### config.mk
export PLATFORM = sky130hd
export DESIGN_NAME = oled_i2c_target
export DESIGN_NICKNAME = d
export VERILOG_FILES = /design/src/rtl/oled_i2c_target.sv
export SDC_FILE = /design/constraint.sdc
export NUM_CORES = 1
export LEC_CHECK = 0
export CORE_UTILIZATION = 30
export DETAILED_ROUTE_END_ITERATION = 10
export GPL_TIMING_DRIVEN = 0
export PLACE_DENSITY = 0.53
export SYNTH_ARGS = -nofsm -noshare
export SYNTH_HDL_FRONTEND = slang
export SYNTH_SLANG_ARGS = --single-unit
export TNS_END_PERCENT = 5
### constraint.sdc
create_clock -name clk -period 3 [get_ports clk]
set_clock_uncertainty 0.05 [all_clocks]
set_input_delay 0.45 -clock clk [delete_from_list [all_inputs] [get_ports clk]]
set_output_delay 0.45 -clock clk [all_outputs]
set_load 0.01 [all_outputs]
### src/rtl/oled_i2c_target.sv
// -----------------------------------------------------------------------------
// oled_i2c_target
//
// Write-only I2C target for SSD1306-style OLED traffic. It oversamples SCL and
// SDA on clk, detects START/STOP, matches the 7-bit address and ACKs. It then
// demuxes the control byte: bit 6 clear selects the command stream, bit 6 set
// selects the framebuffer data stream.
//
// Parameters
//   ADDRESS   7-bit target address matched in the address byte
//   FB_AW     framebuffer address width
//
// Ports
//   clk        system clock, at least 8x the SCL rate
//   rst_n      asynchronous active-low reset
//   scl        I2C clock pin (input only, no clock stretching)
//   sda_in     I2C data pin as seen on the bus
//   sda_oe     1 = pull SDA low (ACK), 0 = release (open-drain pad)
//   cmd_byte   last received command byte
//   cmd_valid  1-cycle strobe, cmd_byte valid
//   fb_wdata   received display data byte
//   fb_waddr   framebuffer write address
//   fb_we      1-cycle framebuffer write strobe
//   busy       high from address match until STOP or address mismatch
//
// Build option
//   OLED_I2C_TARGET_GLITCH_FILTER_EN: when defined, a 3-tap majority filter
//   sits after the synchronisers on SCL and SDA, so 1-clk pulses are rejected
//   and pin events are acted on 5 clk after the pin change (3 clk without).
// -----------------------------------------------------------------------------
module oled_i2c_target #(
  parameter logic [6:0] ADDRESS = 7'h3C,
  parameter int         FB_AW   = 10
) (
  input  logic             clk,
  input  logic             rst_n,
  input  logic             scl,
  input  logic             sda_in,
  output logic             sda_oe,
  output logic [7:0]       cmd_byte,
  output logic             cmd_valid,
  output logic [7:0]       fb_wdata,
  output logic [FB_AW-1:0] fb_waddr,
  output logic             fb_we,
  output logic             busy
);

  localparam logic [2:0] S_IDLE     = 3'd0;
  localparam logic [2:0] S_ADDR     = 3'd1;
  localparam logic [2:0] S_ADDR_ACK = 3'd2;
  localparam logic [2:0] S_CTRL     = 3'd3;
  localparam logic [2:0] S_CTRL_ACK = 3'd4;
  localparam logic [2:0] S_BYTE     = 3'd5;
  localparam logic [2:0] S_BYTE_ACK = 3'd6;
  localparam logic [2:0] S_IGNORE   = 3'd7;

  logic [1:0]       scl_sync_q, scl_sync_d, sda_sync_q, sda_sync_d;
  logic             scl_prev_q, scl_prev_d, sda_prev_q, sda_prev_d;
  logic             scl_f, sda_f;
  logic [2:0]       state_q, state_d;
  logic [2:0]       bit_cnt_q, bit_cnt_d;
  logic [7:0]       shift_q, shift_d;
  logic             mode_q, mode_d;
  logic [FB_AW-1:0] ptr_q, ptr_d;
  logic             sda_oe_q, sda_oe_d, busy_q, busy_d;
  logic             cmd_valid_q, cmd_valid_d, fb_we_q, fb_we_d;
  logic [7:0]       cmd_byte_q, cmd_byte_d, fb_wdata_q, fb_wdata_d;
  logic [FB_AW-1:0] fb_waddr_q, fb_waddr_d;
  logic             scl_rise, scl_fall, start_det, stop_det;
  logic [7:0]       byte_in;

`ifdef OLED_I2C_TARGET_GLITCH_FILTER_EN
  // Majority of the current and two previous synchronised samples; a value
  // must persist for 2 clk before it reaches the filtered output.
  logic [1:0] scl_hist_q, scl_hist_d, sda_hist_q, sda_hist_d;
  logic       scl_filt_q, scl_filt_d, sda_filt_q, sda_filt_d;

  always_comb begin
    scl_hist_d = {scl_hist_q[0], scl_sync_q[1]};
    sda_hist_d = {sda_hist_q[0], sda_sync_q[1]};
    scl_filt_d = (scl_sync_q[1] & scl_hist_q[0]) | (scl_sync_q[1] & scl_hist_q[1]) |
                 (scl_hist_q[0] & scl_hist_q[1]);
    sda_filt_d = (sda_sync_q[1] & sda_hist_q[0]) | (sda_sync_q[1] & sda_hist_q[1]) |
                 (sda_hist_q[0] & sda_hist_q[1]);
  end

  always_ff @(posedge clk or negedge rst_n) begin
    if (!rst_n) begin
      scl_hist_q <= 2'b11;
      sda_hist_q <= 2'b11;
      scl_filt_q <= 1'b1;
      sda_filt_q <= 1'b1;
    end else begin
      scl_hist_q <= scl_hist_d;
      sda_hist_q <= sda_hist_d;
      scl_filt_q <= scl_filt_d;
      sda_filt_q <= sda_filt_d;
    end
  end

  assign scl_f = scl_filt_q;
  assign sda_f = sda_filt_q;
`else
  assign scl_f = scl_sync_q[1];
  assign sda_f = sda_sync_q[1];
`endif

  // Edge and bus-condition detection on the (optionally filtered) pins.
  // START/STOP require SCL high on both the previous and current sample so
  // that an SDA change coinciding with an SCL edge is never misread.
  always_comb begin
    scl_sync_d = {scl_sync_q[0], scl};
    sda_sync_d = {sda_sync_q[0], sda_in};
    scl_prev_d = scl_f;
    sda_prev_d = sda_f;
    scl_rise   = scl_f & ~scl_prev_q;
    scl_fall   = ~scl_f & scl_prev_q;
    start_det  = scl_f & scl_prev_q & sda_prev_q & ~sda_f;
    stop_det   = scl_f & scl_prev_q & ~sda_prev_q & sda_f;
    byte_in    = {shift_q[6:0], sda_f};
  end

  // Main protocol FSM. STOP and START override every state; the ACK states
  // assert sda_oe on the first SCL fall and release it on the next one.
  always_comb begin
    state_d     = state_q;
    bit_cnt_d   = bit_cnt_q;
    shift_d     = shift_q;
    mode_d      = mode_q;
    ptr_d       = ptr_q;
    sda_oe_d    = sda_oe_q;
    busy_d      = busy_q;
    cmd_byte_d  = cmd_byte_q;
    cmd_valid_d = 1'b0;
    fb_wdata_d  = fb_wdata_q;
    fb_waddr_d  = fb_waddr_q;
    fb_we_d     = 1'b0;
    if (stop_det) begin
      state_d   = S_IDLE;
      sda_oe_d  = 1'b0;
      busy_d    = 1'b0;
      bit_cnt_d = 3'd0;
    end else if (start_det) begin
      state_d   = S_ADDR;
      sda_oe_d  = 1'b0;
      bit_cnt_d = 3'd0;
    end else begin
      case (state_q)
        S_ADDR, S_CTRL, S_BYTE: begin
          if (scl_rise) begin
            shift_d   = byte_in;
            bit_cnt_d = bit_cnt_q + 3'd1;
            if (bit_cnt_q == 3'd7) begin
              if (state_q == S_ADDR) begin
                if (byte_in[7:1] == ADDRESS && !byte_in[0]) begin
                  state_d = S_ADDR_ACK;
                  busy_d  = 1'b1;
                end else begin
                  state_d = S_IGNORE;
                  busy_d  = 1'b0;
                end
              end else if (state_q == S_CTRL) begin
                mode_d  = byte_in[6];
                state_d = S_CTRL_ACK;
              end else begin
                state_d = S_BYTE_ACK;
                if (mode_q) begin
                  fb_we_d    = 1'b1;
                  fb_wdata_d = byte_in;
                  fb_waddr_d = ptr_q;
                  ptr_d      = ptr_q + FB_AW'(1);
                end else begin
                  cmd_valid_d = 1'b1;
                  cmd_byte_d  = byte_in;
                  // Column address set restarts the framebuffer pointer.
                  if (byte_in == 8'h21) ptr_d = '0;
                end
              end
            end
          end
        end
        S_ADDR_ACK, S_CTRL_ACK, S_BYTE_ACK: begin
          if (scl_fall) begin
            if (!sda_oe_q) begin
              sda_oe_d = 1'b1;
            end else begin
              sda_oe_d  = 1'b0;
              bit_cnt_d = 3'd0;
              state_d   = (state_q == S_ADDR_ACK) ? S_CTRL : S_BYTE;
            end
          end
        end
        default: ;
      endcase
    end
  end

  always_ff @(posedge clk or negedge rst_n) begin
    if (!rst_n) begin
      scl_sync_q  <= 2'b11;
      sda_sync_q  <= 2'b11;
      scl_prev_q  <= 1'b1;
      sda_prev_q  <= 1'b1;
      state_q     <= S_IDLE;
      bit_cnt_q   <= 3'd0;
      shift_q     <= 8'h00;
      mode_q      <= 1'b0;
      ptr_q       <= '0;
      sda_oe_q    <= 1'b0;
      busy_q      <= 1'b0;
      cmd_byte_q  <= 8'h00;
      cmd_valid_q <= 1'b0;
      fb_wdata_q  <= 8'h00;
      fb_waddr_q  <= '0;
      fb_we_q     <= 1'b0;
    end else begin
      scl_sync_q  <= scl_sync_d;
      sda_sync_q  <= sda_sync_d;
      scl_prev_q  <= scl_prev_d;
      sda_prev_q  <= sda_prev_d;
      state_q     <= state_d;
      bit_cnt_q   <= bit_cnt_d;
      shift_q     <= shift_d;
      mode_q      <= mode_d;
      ptr_q       <= ptr_d;
      sda_oe_q    <= sda_oe_d;
      busy_q      <= busy_d;
      cmd_byte_q  <= cmd_byte_d;
      cmd_valid_q <= cmd_valid_d;
      fb_wdata_q  <= fb_wdata_d;
      fb_waddr_q  <= fb_waddr_d;
      fb_we_q     <= fb_we_d;
    end
  end

  assign sda_oe    = sda_oe_q;
  assign busy      = busy_q;
  assign cmd_byte  = cmd_byte_q;
  assign cmd_valid = cmd_valid_q;
  assign fb_wdata  = fb_wdata_q;
  assign fb_waddr  = fb_waddr_q;
  assign fb_we     = fb_we_q;

endmodule

==> parameters.txt <==
Parameter                              Value

Timing
  Unrepaired setup endpoints after global routing ... no
  Worst slew margin relative to its limit ... 49.2%
  Achievable clock frequency ... 480 MHz
  Post-route worst hold slack ... 140 ps
  Slew at the pin closest to its max-slew limit ... 761 ps
  Min cycle time layout ... 2080 ps
  Final number of setup-violating endpoints ... 0
  Number of pins exceeding their max-slew limit in the final report ... 0
  Count of endpoints failing hold in the final timing report ... 0
  Period Utilization, post-route ... 69.5%

Critical path
  Capture point of the critical path ... fb_waddr[8]
  Critical path startpoint ... bit_cnt_q[0]
  Largest stage delay on the critical path ... 390 ps
  Maximum fanout count along the critical path ... 10
  Crit-path cells ... ha_1 > ha_1 > and4b_2 > nand3_1 > buf_2 > mux2_2
  Count of buffering cells on the critical path with inverters included ... 1
  Crit end category ... flop
  Data required, critical path ... 3160 ps
  Cell with the largest stage delay on the worst path ... sky130_fd_sc_hd__dfrtp_1
  R2r worst-path depth ... 6
  Kind of cell with the highest combined delay on the critical path ... simple AND/OR/NAND/NOR gates
  Setup crit start kind ... flop
  Launch instance of the worst register-to-register path ... bit_cnt_q[0]
  Count of cell instances traversed by the critical path ... 6
  CP Data Arrival Time ... 2250 ps
  Flop-to-flop setup slack ... 920 ps
  Critical R2R Capture ... fb_waddr[8]
  Most prevalent standard cell on the critical path ... sky130_fd_sc_hd__ha_1
  Critical Setup Path Class ... flop to flop

Yosys
  Dominant cell type by area after synthesis ... sky130_fd_sc_hd__dfrtp_1
  Number of warnings reported in the yosys synthesis log ... 0
  Synthesized netlist cell count ... 210
  Count of distinct cell types in the synthesized netlist ... 39
  Top cells by area in the synthesized netlist ... sky130_fd_sc_hd__dfrtp_1, sky130_fd_sc_hd__mux2_2, sky130_fd_sc_hd__dfstp_2, sky130_fd_sc_hd__o21ai_0, sky130_fd_sc_hd__o31ai_1
  Net count after synthesis ... 217
  Share of synthesized area occupied by flip-flops and latches ... 57.3%
  Post-synthesis average cell area ... 12.5 um2
  Post-synth design cell area ... 0.00263 mm2
  Area fraction of the dominant cell type after synthesis ... 51.4%
  Synth Register Bits ... 60

CTS
  CTS max path bufs ... 2
  Number of hold-repair buffers added at the cts stage ... 0
  Count of cells resized by post-cts repair ... 0
  Buffers inserted by post-CTS timing repair ... 0
  Clock-pin slew on the worst setup and hold paths ... 70 ps
  Number of buffers added by the clock tree synthesis step ... 9
  Number of H-tree branching levels ... 3
  Clk root buf ... sky130_fd_sc_hd__clkbuf_8
  Clock latency of the later-clocked register in the worst-skew pair ... 330 ps
  CTS tree ... built
  Number of clock sinks ... 60

Place
  IO buf count ... 33
  Final weighted congestion in routability-driven placement ... 0.811
  Sum of net half-perimeters after detailed placement ... 3.32 mm

Detailed routing
  Number of nets still failing antenna checks after routing ... 0
  Average via count per standard cell ... 4.95
  Number of vias after detailed routing ... 1803
  Routed Wire Length ... 5.17 mm
  Detailed router's first-iteration violation count ... 73
  Length of the first detailed-routing pass in iterations ... 4
  Residual DRC ... 0
  Routed wire per std cell ... 14.2 um

Worst hold path
  HP Class ... primary input to async pin

Global route
  Vias in the first global route ... 1862
  Overflow left after global routing ... 0
  Maximum number of pins on one net before global-route repair ... 61
  Number of antenna violations at the first check in global routing ... 0
  First-pass GRT wire length ... 9.06 mm
  Aggregate global-route resource usage ... 13.2%

Floorplanning
  Row cnt ... 33
  Overall die area ... 0.00915 mm2
  Floorplan core area ... 0.00834 mm2
  Starting density of the core ... 31.5%
  Vertical die dimension ... 95.7 um
  Boundary Pins ... 34
  Die outline width ... 95.7 um

Run status
  Status ... completed

Power
  Maximum vdd drop ... 0.000201 V
  Post-layout total power ... 1830 uW
  Power density of the placed cells ... 556 mW/mm2
  P_leak ... 0.00147 uW

Finish
  Number of diodes added for antenna fixing ... 0
  Multi-input logic area ... 0.00102 mm2
  # fillers ... 815
  Area Growth Syn to Fin ... 25.1%
  Area taken by flip-flops and latches ... 0.00151 mm2
  Post-layout net count ... 261
  Share of post-route cells with drive strength above 1 ... 29.0%

Job
  Count of max-cap constraint violations ... 0
[flip-flops by register name (all words and copies together), names as in the netlist, 2 cells and up]
| name | cells |
|---|---|
| fb_waddr | 10 |
| ptr_q | 10 |
| shift_q | 7 |
| bit_cnt_q | 3 |
| cmd_byte | 8 |
| state_q | 3 |
| sda_sync_q | 2 |
| fb_wdata | 8 |
| scl_sync_q | 2 |
[cells in the final DEF, fill, tap and decap left out, types with 3 or more instances in the layout]
| cell | instances |
|---|---|
| sky130_fd_sc_hd__buf_2 | 9 |
| sky130_fd_sc_hd__or4_1 | 7 |
| sky130_fd_sc_hd__nand2_1 | 8 |
| sky130_fd_sc_hd__inv_1 | 10 |
| sky130_fd_sc_hd__ha_1 | 3 |
| sky130_fd_sc_hd__dfstp_2 | 6 |
| sky130_fd_sc_hd__clkdlybuf4s50_1 | 32 |
| sky130_fd_sc_hd__nand3_1 | 7 |
| sky130_fd_sc_hd__nor2_1 | 4 |
| sky130_fd_sc_hd__nand4_1 | 6 |
| sky130_fd_sc_hd__mux2_2 | 35 |
| sky130_fd_sc_hd__o21ai_0 | 11 |
| sky130_fd_sc_hd__clkbuf_8 | 10 |
| sky130_fd_sc_hd__o31ai_1 | 7 |
| sky130_fd_sc_hd__dfrtp_1 | 54 |
| sky130_fd_sc_hd__a21oi_1 | 10 |
[worst reg2reg max path: cells and delay by family, from the launching register on]
kind / cells / cell delay, ps
adders and majority gates: 2 / 410
buffers and inverters: 1 / 290
DFF: 1 / 390
muxes: 1 / 370
and+or+nand+nor: 2 / 450
[per-layer routing]
metal	share of wire, %	GRT usage [%]	vias to the layer above
li1	-	-	861
met4	1.9	6.34	0
met5	0	0	-
met1	48	17.3	896
met3	3.7	3.67	10
met2	46	20.0	36
[Yosys cell counts (all sizes together)]
library cell,count
dfrtp,54
mux2,35
a21oi,11
buf,11
o21ai,11
inv,10
nand2,9
nand3,7
o31ai,7
or4,7
dfstp,6
nand4,6
nor2,4
ha,3
and3,2
and4,2
and4b,2
mux2i,2
nand3b,2
nor2b,2
nor4b,2
o21bai,2
o41ai,2
a22oi,1
a31oi,1
and2b,1
clkbuf,1
nand2b,1
nor3b,1
o22ai,1
o2bb2ai,1
or3,1
or4b,1
xor2,1
[final cells by class]
class,instances,share of cell area [%]
multi-input cells,128,30.9
clock inverters,6,1.94
flip-flops and latches,60,45.8
clock buffers,10,4.18
inverters,10,1.14
plain buffers,12,2.09
well taps,105,3.99
repair buffers,33,9.96
[through the flow]
step / cell area (um2) / cells / setup TNS [ps] / util (%) / setup WS [ps]
3_3_place_gp: 3090 / 348 / -33620 / 37.1 / -625
3_5_place_dp: 3090 / 348 / 0 / 37.1 / 913
6_report: 3290 / 364 / 0 / 39.5 / 915
2_1_floorplan: 2630 / 210 / 0 / - / 1140
4_1_cts: 3290 / 364 / 0 / 39.5 / 884
5_1_grt: 3290 / 364 / 0 / 39.5 / 779
[worst min-delay path by stage]
| stage | to | from | cells after the start |
|---|---|---|---|
| detailed placement | scl_sync_q[1] | scl_sync_q[0] | 0 |
| finish | sda_oe | rst_n | 1 |
| global route | bit_cnt_q[1] | rst_n | 1 |
| floorplan | bit_cnt_q[0] | rst_n | 0 |
| CTS | bit_cnt_q[1] | rst_n | 1 |
| global placement | sda_sync_q[1] | sda_sync_q[0] | 0 |
[report_power, final]
group	total, uW	leakage (uW)	internal, uW	switching [uW]
logic	147	0.000572	77.8	69.5
clock network	730	0.0000983	404	326
registers	952	0.000797	875	77.3
[cell families after synthesis]
| family | after synthesis | synth area share (%) |
|---|---|---|
| AOI/OAI and AO/OA | 37 | 8.65 |
| xor gates and xnor gates | 1 | 0.333 |
| adders and majority gates | 3 | 1.43 |
| buffers and inverters | 22 | 4.04 |
| DFF | 60 | 57.3 |
| muxes | 37 | 15.7 |
| and+or+nand+nor | 50 | 12.5 |
No activity file was read; power rests on OpenSTA's default activity.
